## config.mk

```make
export PLATFORM = sky130hd
export DESIGN_NAME = load_store_unit
export DESIGN_NICKNAME = d
export VERILOG_FILES = /design/src/rtl/load_store_unit.sv
export SDC_FILE = /design/constraint.sdc
export NUM_CORES = 1
export LEC_CHECK = 0
export CAP_MARGIN = 15
export CORE_UTILIZATION = 35
export CTS_CLUSTER_SIZE = 24
export DETAILED_ROUTE_END_ITERATION = 6
export PLACE_DENSITY = 0.7
export SLEW_MARGIN = 20
export SYNTH_ARGS = -nofsm -noshare
export SYNTH_HDL_FRONTEND = slang
export SYNTH_SLANG_ARGS = --single-unit
```

## constraint.sdc

```tcl
create_clock -name clk -period 7.75 [get_ports clk]
set_clock_uncertainty 0.05 [all_clocks]
set_input_delay 1.55 -clock clk [delete_from_list [all_inputs] [get_ports clk]]
set_output_delay 1.55 -clock clk [all_outputs]
set_load 0.02 [all_outputs]
```

## src/rtl/load_store_unit.sv

```systemverilog
// MEM-stage load/store unit: word-aligned memory accesses, sub-word load extraction,
// and a two-cycle read-modify-write for byte and halfword stores.
module load_store_unit (
  input  logic        clk,
  input  logic        rst_n,
  input  logic        req_valid,
  input  logic        req_write,
  input  logic [2:0]  req_funct3,
  input  logic [31:0] req_addr,
  input  logic [31:0] req_wdata,
  output logic        stall,
  output logic [31:0] load_data,
  output logic        misaligned,
  output logic [31:0] mem_addr,
  output logic [31:0] mem_wdata,
  output logic        MemWrite,
  output logic        MemRead,
  input  logic [31:0] mem_rdata
);

  typedef enum logic [0:0] {StIdle, StMerge} state_e;

  state_e      state_q, state_d;
  logic [31:0] merge_word_q, merge_word_d;

  logic        fn_ok;
  logic        is_misal;
  logic        sub_store;
  logic [7:0]  byte_sel;
  logic [15:0] half_sel;
  logic [31:0] load_ext;
  logic [31:0] merged;
  logic [31:0] word_addr;

  assign word_addr = {req_addr[31:2], 2'b00};

  // Request decode
  always_comb begin
    if (req_write) begin
      fn_ok = (req_funct3 == 3'b000) || (req_funct3 == 3'b001) || (req_funct3 == 3'b010);
    end else begin
      fn_ok = (req_funct3 == 3'b000) || (req_funct3 == 3'b001) || (req_funct3 == 3'b010) ||
              (req_funct3 == 3'b100) || (req_funct3 == 3'b101);
    end
    is_misal  = fn_ok && (((req_funct3[1:0] == 2'b01) && req_addr[0]) ||
                          ((req_funct3[1:0] == 2'b10) && (req_addr[1:0] != 2'b00)));
    sub_store = req_write && fn_ok && !is_misal && (req_funct3[1:0] != 2'b10);
  end

  // Little-endian lane extraction and extension
  always_comb begin
    byte_sel = mem_rdata[{req_addr[1:0], 3'b000} +: 8];
    half_sel = req_addr[1] ? mem_rdata[31:16] : mem_rdata[15:0];
    case (req_funct3)
      3'b000:  load_ext = {{24{byte_sel[7]}}, byte_sel};
      3'b001:  load_ext = {{16{half_sel[15]}}, half_sel};
      3'b010:  load_ext = mem_rdata;
      3'b100:  load_ext = {24'h0, byte_sel};
      3'b101:  load_ext = {16'h0, half_sel};
      default: load_ext = 32'h0;
    endcase
  end

  // Replace the target lane of the word just read with the store data
  always_comb begin
    merged = mem_rdata;
    if (req_funct3[0]) begin
      merged[{req_addr[1], 4'b0000} +: 16] = req_wdata[15:0];
    end else begin
      merged[{req_addr[1:0], 3'b000} +: 8] = req_wdata[7:0];
    end
  end

  always_ff @(posedge clk or negedge rst_n) begin
    if (!rst_n) begin
      state_q      <= StIdle;
      merge_word_q <= 32'h0;
    end else begin
      state_q      <= state_d;
      merge_word_q <= merge_word_d;
    end
  end

  always_comb begin
    state_d      = state_q;
    merge_word_d = merge_word_q;
    unique case (state_q)
      StIdle: begin
        if (req_valid && sub_store) begin
          state_d      = StMerge;
          merge_word_d = merged;
        end
      end
      StMerge: state_d = StIdle;
      default: state_d = StIdle;
    endcase
  end

  // Outputs are forced low while reset is held so an aborted merge never writes
  always_comb begin
    stall      = 1'b0;
    load_data  = 32'h0;
    misaligned = 1'b0;
    mem_addr   = 32'h0;
    mem_wdata  = 32'h0;
    MemWrite   = 1'b0;
    MemRead    = 1'b0;
    if (rst_n && req_valid) begin
      unique case (state_q)
        StIdle: begin
          if (is_misal) begin
            misaligned = 1'b1;
          end else if (fn_ok) begin
            mem_addr = word_addr;
            if (!req_write) begin
              MemRead   = 1'b1;
              load_data = load_ext;
            end else if (sub_store) begin
              MemRead = 1'b1;
              stall   = 1'b1;
            end else begin
              MemWrite  = 1'b1;
              mem_wdata = req_wdata;
            end
          end
        end
        StMerge: begin
          MemWrite  = 1'b1;
          mem_addr  = word_addr;
          mem_wdata = merge_word_q;
        end
        default: ;
      endcase
    end
  end

endmodule

```

==> results of run 1 <==
==> cell families (layout without fill, tap and decap cells) <==
| kind of cell | count (synthesis) | in the layout | synth area share |
|---|---|---|---|
| AOI/OAI and AO/OA | 161 | 161 | 0.3274 |
| DFF | 33 | 33 | 0.2185 |
| buffers and inverters | 58 | 227 | 0.07911 |
| other | 1 | 2 | 0.0009921 |
| and+or+nand+nor | 128 | 128 | 0.1761 |
| adders and majority gates | 5 | 5 | 0.01655 |
| muxes | 68 | 68 | 0.1814 |
==> routing by layer <==
layer	GRT usage	vias up	part of all wire
li1	-	2048	-
met1	0.3174	2103	0.39
met4	0.06250	0	0.019
met2	0.4505	268	0.50
met3	0.05028	24	0.091
met5	0	-	0
==> per-stage QoR <==
stage	cells	utilization
2_1_floorplan	455	-
3_3_place_gp	752	0.5526
3_5_place_dp	752	0.5526
4_1_cts	760	0.5608
5_1_grt	760	0.5608
6_report	760	0.5608
==> sequential cells by signal, indices dropped and copies added, names as in the netlist <==
signal	cells
merge_word_q	32
state_q	1
==> cell usage after synthesis, types with 4 or more instances <==
library cell  number
and2_1            30
a21o_1            39
dfrtp_1           33
clkbuf_1          14
buf_6              5
nor2_1            38
nand3_1            8
a211oi_1          32
mux2_2             4
nand2_1           29
nand2b_1           4
ha_1               5
a21oi_2           20
buf_2             19
a21oi_1           14
mux2i_1           64
buf_4              4
clkbuf_2           4
inv_1              8
a221oi_1          32
a22oi_1           13
==> power by group through the flow <==
stage	Clock (uW)	Sequential [uW]	Combinational [uW]
detailed placement	0	236	227
global placement	0	235	222
CTS	133	233	228
global route	140	237	245
finish	128	232	228
floorplan	0	228	125
==> path summary, 6_finish.rpt <==
kind / startpoint / to / slack [ns] / cells after the start
min in group asynchronous: rst_n / merge_word_q[10] / 1.77 / 2
worst min-delay path: merge_word_q[31] / merge_word_q[31] / 0.43 / 1
max in group asynchronous: rst_n / merge_word_q[0] / 5.54 / 2
worst max register to register: state_q / merge_word_q[26] / 6.12 / 5
worst min register to register: merge_word_q[31] / merge_word_q[31] / 0.43 / 1
worst max-delay path: req_addr[0] / load_data[0] / 1.33 / 7
==> worst register-to-register path, stage by stage, from the launching register on <==
cell	delay, ns
dfrtp_1	0.39
inv_2	0.08
nand4_1	0.09
buf_4	0.32
a211oi_1	0.52
a21o_1	0.13
==> final cells by class <==
class | instances | area share
Multi-Input combinational cell | 364 | 0.4551
Timing Repair Buffer | 210 | 0.3538
Sequential cell | 33 | 0.1414
Tap cell | 136 | 0.02913
Clock buffer | 5 | 0.01178
Inverter | 9 | 0.005783
Clock inverter | 3 | 0.002999
==> summary.md, run 1 <==
| Metric | Value |
|---|---|
| Dpl cell area | 0.005756 sq mm |
| Total die area | 0.01122 sq mm |
| IO Count | 203 |
| Crit. End Element | primary output |
| Most frequent cells in the layout | clkdlybuf4s50_1, mux2i_1, a21o_1 |
| Top delay family on crit path | buffers and inverters |
| DP HPWL | 11460 um |
| Crit Path Max Fanout | 17 |
| Sw frac | 0.3356 |
| CP startpoint kind | input pin |
| Top_reg_cell synth | dfrtp_1 |
| DRT Wirelength | roughly 15000 um |
| Seq. cell area | between 800 and 900 sq um |
| Max-slew headroom | 0.3334 |
| EDFF count, synth | 0 |
| # Post-CTS Setup Buffers | 0 |
| Detailed-route via count | 4443 |
| CTS Buf Count | 5 |
| PortBufs | 200 |
| Post-Syn Area | 0.003780 sq mm |
| CTS resizes | 0 |
| Arrival time at the worst endpoint | 4.82 ns |
| Pwr/cell area | 100.7 mW/mm^2 |
| Grt ovf | 0 |
| Pins Over Slew Limit | 0 |
| Leakage | 0.002317 uW |
| Post-DR vias/cell | 5.846 |
| GRT Util Overall | 0.2551 |
| Crit path cell chain | clkdlybuf4s50_1, inv_1, ha_1, o22ai_1, or4b_1, a31oi_1, clkdlybuf4s50_1 |
| Routed len/inst | 19.39 um |
| Antenna cell count | 0 |
| Yosys cell types | 43 |
| Combinational Power Share | 0.388 |
| CTS tree | done |
| Flop pwr share | 0.395 |
| Async SR Flop Fraction | 1.000 |
| Worst Tran Pin Value | 0.9999 ns |
| P&R area growth vs syn | 54.55% |
| First-pass GRT wire length | about 22000 um |
| CTS root buf | clkbuf_8 |
| Synthesized flop and latch total | 33 |
| CP max-delay cell | or4b_1 |
| Final Hold Viols | 0 |
| Minimum clock period | 6.415 ns |
| Clock tree buffer depth | 2 |
| Multi-input gate area | 0.002659 sq mm |
| Period utilization | 0.8278 |
| Unrepaired setup endpoints after global routing | false |
| FMAX | between 150 and 200 MHz |
| Largest net degree at the start of global routing | 70 |
| CTS Hold Buffers Added | 0 |
| WHS | 0.4279 ns |
| Overall power | 588.1 uW |
| Worst-skew pair later-pin latency | 0.28 ns |
| CP required | 6.15 ns |
| Max-Cap Viols | 0 |
| Vias in the first global route | approximately 4000 |
| Pre-CTS WS | 1.372 ns |
| CORE AREA | between 0.01 and 0.015 sq mm |
| Fill count | 951 |
| Largest area contributor in the netlist | dfrtp_1 |
| Placer Congestion | between 0.8 and 0.9 |
| Clock power frac | 0.217 |
| Finished Cell Area | 0.005842 sq mm |
| Antenna-violating nets left | 0 |
| Initial antenna violation count | 0 |
| Worst Hold Class | register to register |
| Worst path bufs/invs | 3 |
| Worst path most repeated cell | clkdlybuf4s50_1 |
| Final TNS setup | 0 ns |
| Initial core utilization | 0.3629 |
| Yosys top cell area share | 0.2185 |
| Drc violations | 0 |
| # H-tree levels | 2 |
| Register area share after synthesis | 0.2185 |
| Ys Warns | 0 |
| Sink Count | 33 |
| Die width | 105.9 um |
| Worst Setup Slack, final | 1.335 ns |
| DR iter-0 viols | 368 |
| Final setup vio count | 0 |
| # nets final | 731 |
| Layout cells sized above 1 | 0.07692 |
| TritonRoute pass-1 iters | 5 |
| Syn avg cell area | 8.326 sq um |
| Clock-pin slew on the worst setup and hold paths | 0.07 ns |
| Synth area leaders | dfrtp_1, mux2i_1, a21o_1 |
| Crit path largest cell delay | just over 0.9 ns |
| Chip height | 105.9 um |
| Status | finished, final reports clean |
| Setup Crit Path Kind | input pin to primary output |
| Leading cell type in the layout, fill and taps excluded | clkdlybuf4s50_1 |
| Net Switching | 197.4 uW |
| Cells after synthesis | approximately 450 |
| Worst vdd ir | 0.08493 mV |
| Internal | 390.8 uW |
| Site row count | 37 |
Note: power is estimated with default switching activity, not from simulation.
==> run 2, diff against run 1 <==
Clock period 7.75 ns to 6.1 ns, I/O delays scaled along.
==> run 2 against run 1 <==
Net effect:
- utilization up 0.34 points
- setup slack worse by 0.52 ns
- via count shrank 1.4%
- critical endpoint is now load_data[20]
- largest cell class unchanged
- largest power group unchanged
- highest routed layer unchanged
==> summary.md, run 2 (synthesis gave the netlist of run 1 again) <==
| Metric | Value |
|---|---|
| Pwr/cell area | 129.0 mW/mm^2 |
| Max-Cap Viols | 0 |
| Top delay family on crit path | buffers and inverters |
| Pins Over Slew Limit | 0 |
| Worst-skew pair later-pin latency | 0.29 ns |
| Arrival time at the worst endpoint | around 4 ns |
| Core Util, Final | 0.5642 |
| CTS tree | done |
| # nets final | 735 |
| CTS Buf Count | 5 |
| Final TNS setup | 0 ns |
| CP max-delay cell | or4b_1 |
| Crit. End Element | primary output |
| Placer Congestion | 0.8736 |
| Net Switching | 258.9 uW |
| Leading cell type in the layout, fill and taps excluded | clkdlybuf4s50_1 |
| Worst vdd ir | 0.1065 mV |
| Worst Tran Pin Value | 0.7827 ns |
| Worst path bufs/invs | 3 |
| Combinational Power Share | 0.385 |
| Chip height | 105.9 um |
| Site row count | 37 |
| CP required | 4.83 ns |
| TritonRoute pass-1 iters | 5 |
| Max reg flops | 32 |
| IO Count | 203 |
| Internal | 499.0 uW |
| Detailed-route via count | 4379 |
| Overall power | 757.9 uW |
| CP startpoint kind | input pin |
| First-pass GRT wire length | 22530 um |
| Finished Cell Area | about 0.0059 sq mm |
| WHS | 0.4316 ns |
| Vias in the first global route | 4135 |
| Final Hold Viols | 0 |
| # H-tree levels | 2 |
| Initial core utilization | 0.3629 |
| # Post-CTS Setup Buffers | 0 |
| FMAX | approximately 190 MHz |
| Period utilization | 0.8666 |
| Largest registers | merge_word_q: 32 flops, state_q: 1 flops |
| Crit path cell chain | clkdlybuf4s50_1, inv_1, ha_1, o22ai_1, or4b_1, a21oi_1, clkdlybuf4s50_1 |
| GRT Util Overall | 0.2564 |
| Initial antenna violation count | 0 |
| Minimum clock period | 5.286 ns |
| R2R cell count | 5 |
| CORE AREA | 0.01042 sq mm |
| Clock power frac | 0.225 |
| Routed len/inst | roughly 19 um |
| Dpl cell area | 0.005786 sq mm |
| Worst hold path cell count | 1 |
| Unrepaired setup endpoints after global routing | false |
| Sw frac | 0.3416 |
| CTS root buf | clkbuf_8 |
| Worst path most repeated cell | clkdlybuf4s50_1 |
| PortBufs | 200 |
| Largest register by flop count | merge_word_q |
| Die width | 105.9 um |
| Drc violations | 0 |
| Clock-pin slew on the worst setup and hold paths | 0.07 ns |
| Antenna cell count | 0 |
| P&R area growth vs syn | 55.48% |
| Grt ovf | 0 |
| Final setup vio count | 0 |
| CTS resizes | 0 |
| DRT Wirelength | roughly 15000 um |
| Most frequent cells in the layout | clkdlybuf4s50_1, mux2i_1, a21o_1 |
| Crit Path Max Fanout | 16 |
| Clock tree buffer depth | 2 |
| Post-DR vias/cell | ~5.7 |
| Status | finished, final reports clean |
| Setup Crit Path Kind | input pin to primary output |
| CTS Hold Buffers Added | 0 |
| DR iter-0 viols | 371 |
| Flop pwr share | 0.389 |
| Max-slew headroom | 0.4782 |
| Total die area | roughly 0.011 sq mm |
| Critical path depth | 7 |
| Leakage | approximately 0.0023 uW |
| Worst Hold Class | register to register |
| Sink Count | 33 |
| Antenna-violating nets left | 0 |
| Crit path largest cell delay | 0.90 ns |
| Layout cells sized above 1 | 0.08280 |
| DP HPWL | 11520 um |
| Largest net degree at the start of global routing | 67 |
==> run 2: cell count changes in the layout (fill, tap and decap cells not counted), sizes merged <==
cell and change:
buf +4, clkinv -2, clkinvlp +2
==> run 2: metal layers <==
metal / track usage / wire length (um) / up-vias
li1: - / - / 2051
met4: 0.05456 / 209 / 0
met1: 0.3117 / 5768 / 2089
met3: 0.04721 / 1241 / 17
met2: 0.4683 / 7586 / 222
met5: 0 / 0 / -
==> run 2: power by group through the flow <==
stage / combinational (uW) / sequential, uW / clock, uW
finish: 292 / 295 / 171
global route: 314 / 301 / 185
CTS: 291 / 295 / 174
detailed placement: 290 / 300 / 0
global placement: 284 / 299 / 0
floorplan: 159 / 289 / 0
==> run 2: path summary, 6_finish.rpt <==
path	from	end	slack, ns
setup reg to reg	state_q	merge_word_q[27]	4.49
min in group asynchronous	rst_n	merge_word_q[9]	1.45
max in group asynchronous	rst_n	merge_word_q[13]	4.22
setup / recovery	req_addr[0]	load_data[20]	0.81
hold / removal	merge_word_q[25]	merge_word_q[25]	0.43
hold reg to reg	merge_word_q[25]	merge_word_q[25]	0.43
==> run 2: cell type report <==
| class | count | area, sq um |
|---|---|---|
| clock inverters | 3 | 22.52 |
| clock buffers | 5 | 68.82 |
| flip-flops and latches | 33 | 825.8 |
| multi-input cells | 364 | 2659 |
| repair buffers | 214 | 2097 |
| inverters | 9 | 33.78 |
| fillers | 967 | 4539 |
| well taps | 136 | 170.2 |
==> run 2: metrics by stage <==
step	setup WS [ns]	std cells
floorplan	1.989	455
global placement	0.9135	756
detailed placement	0.8550	756
CTS	0.8409	764
global route	0.6792	764
finish	0.8137	764
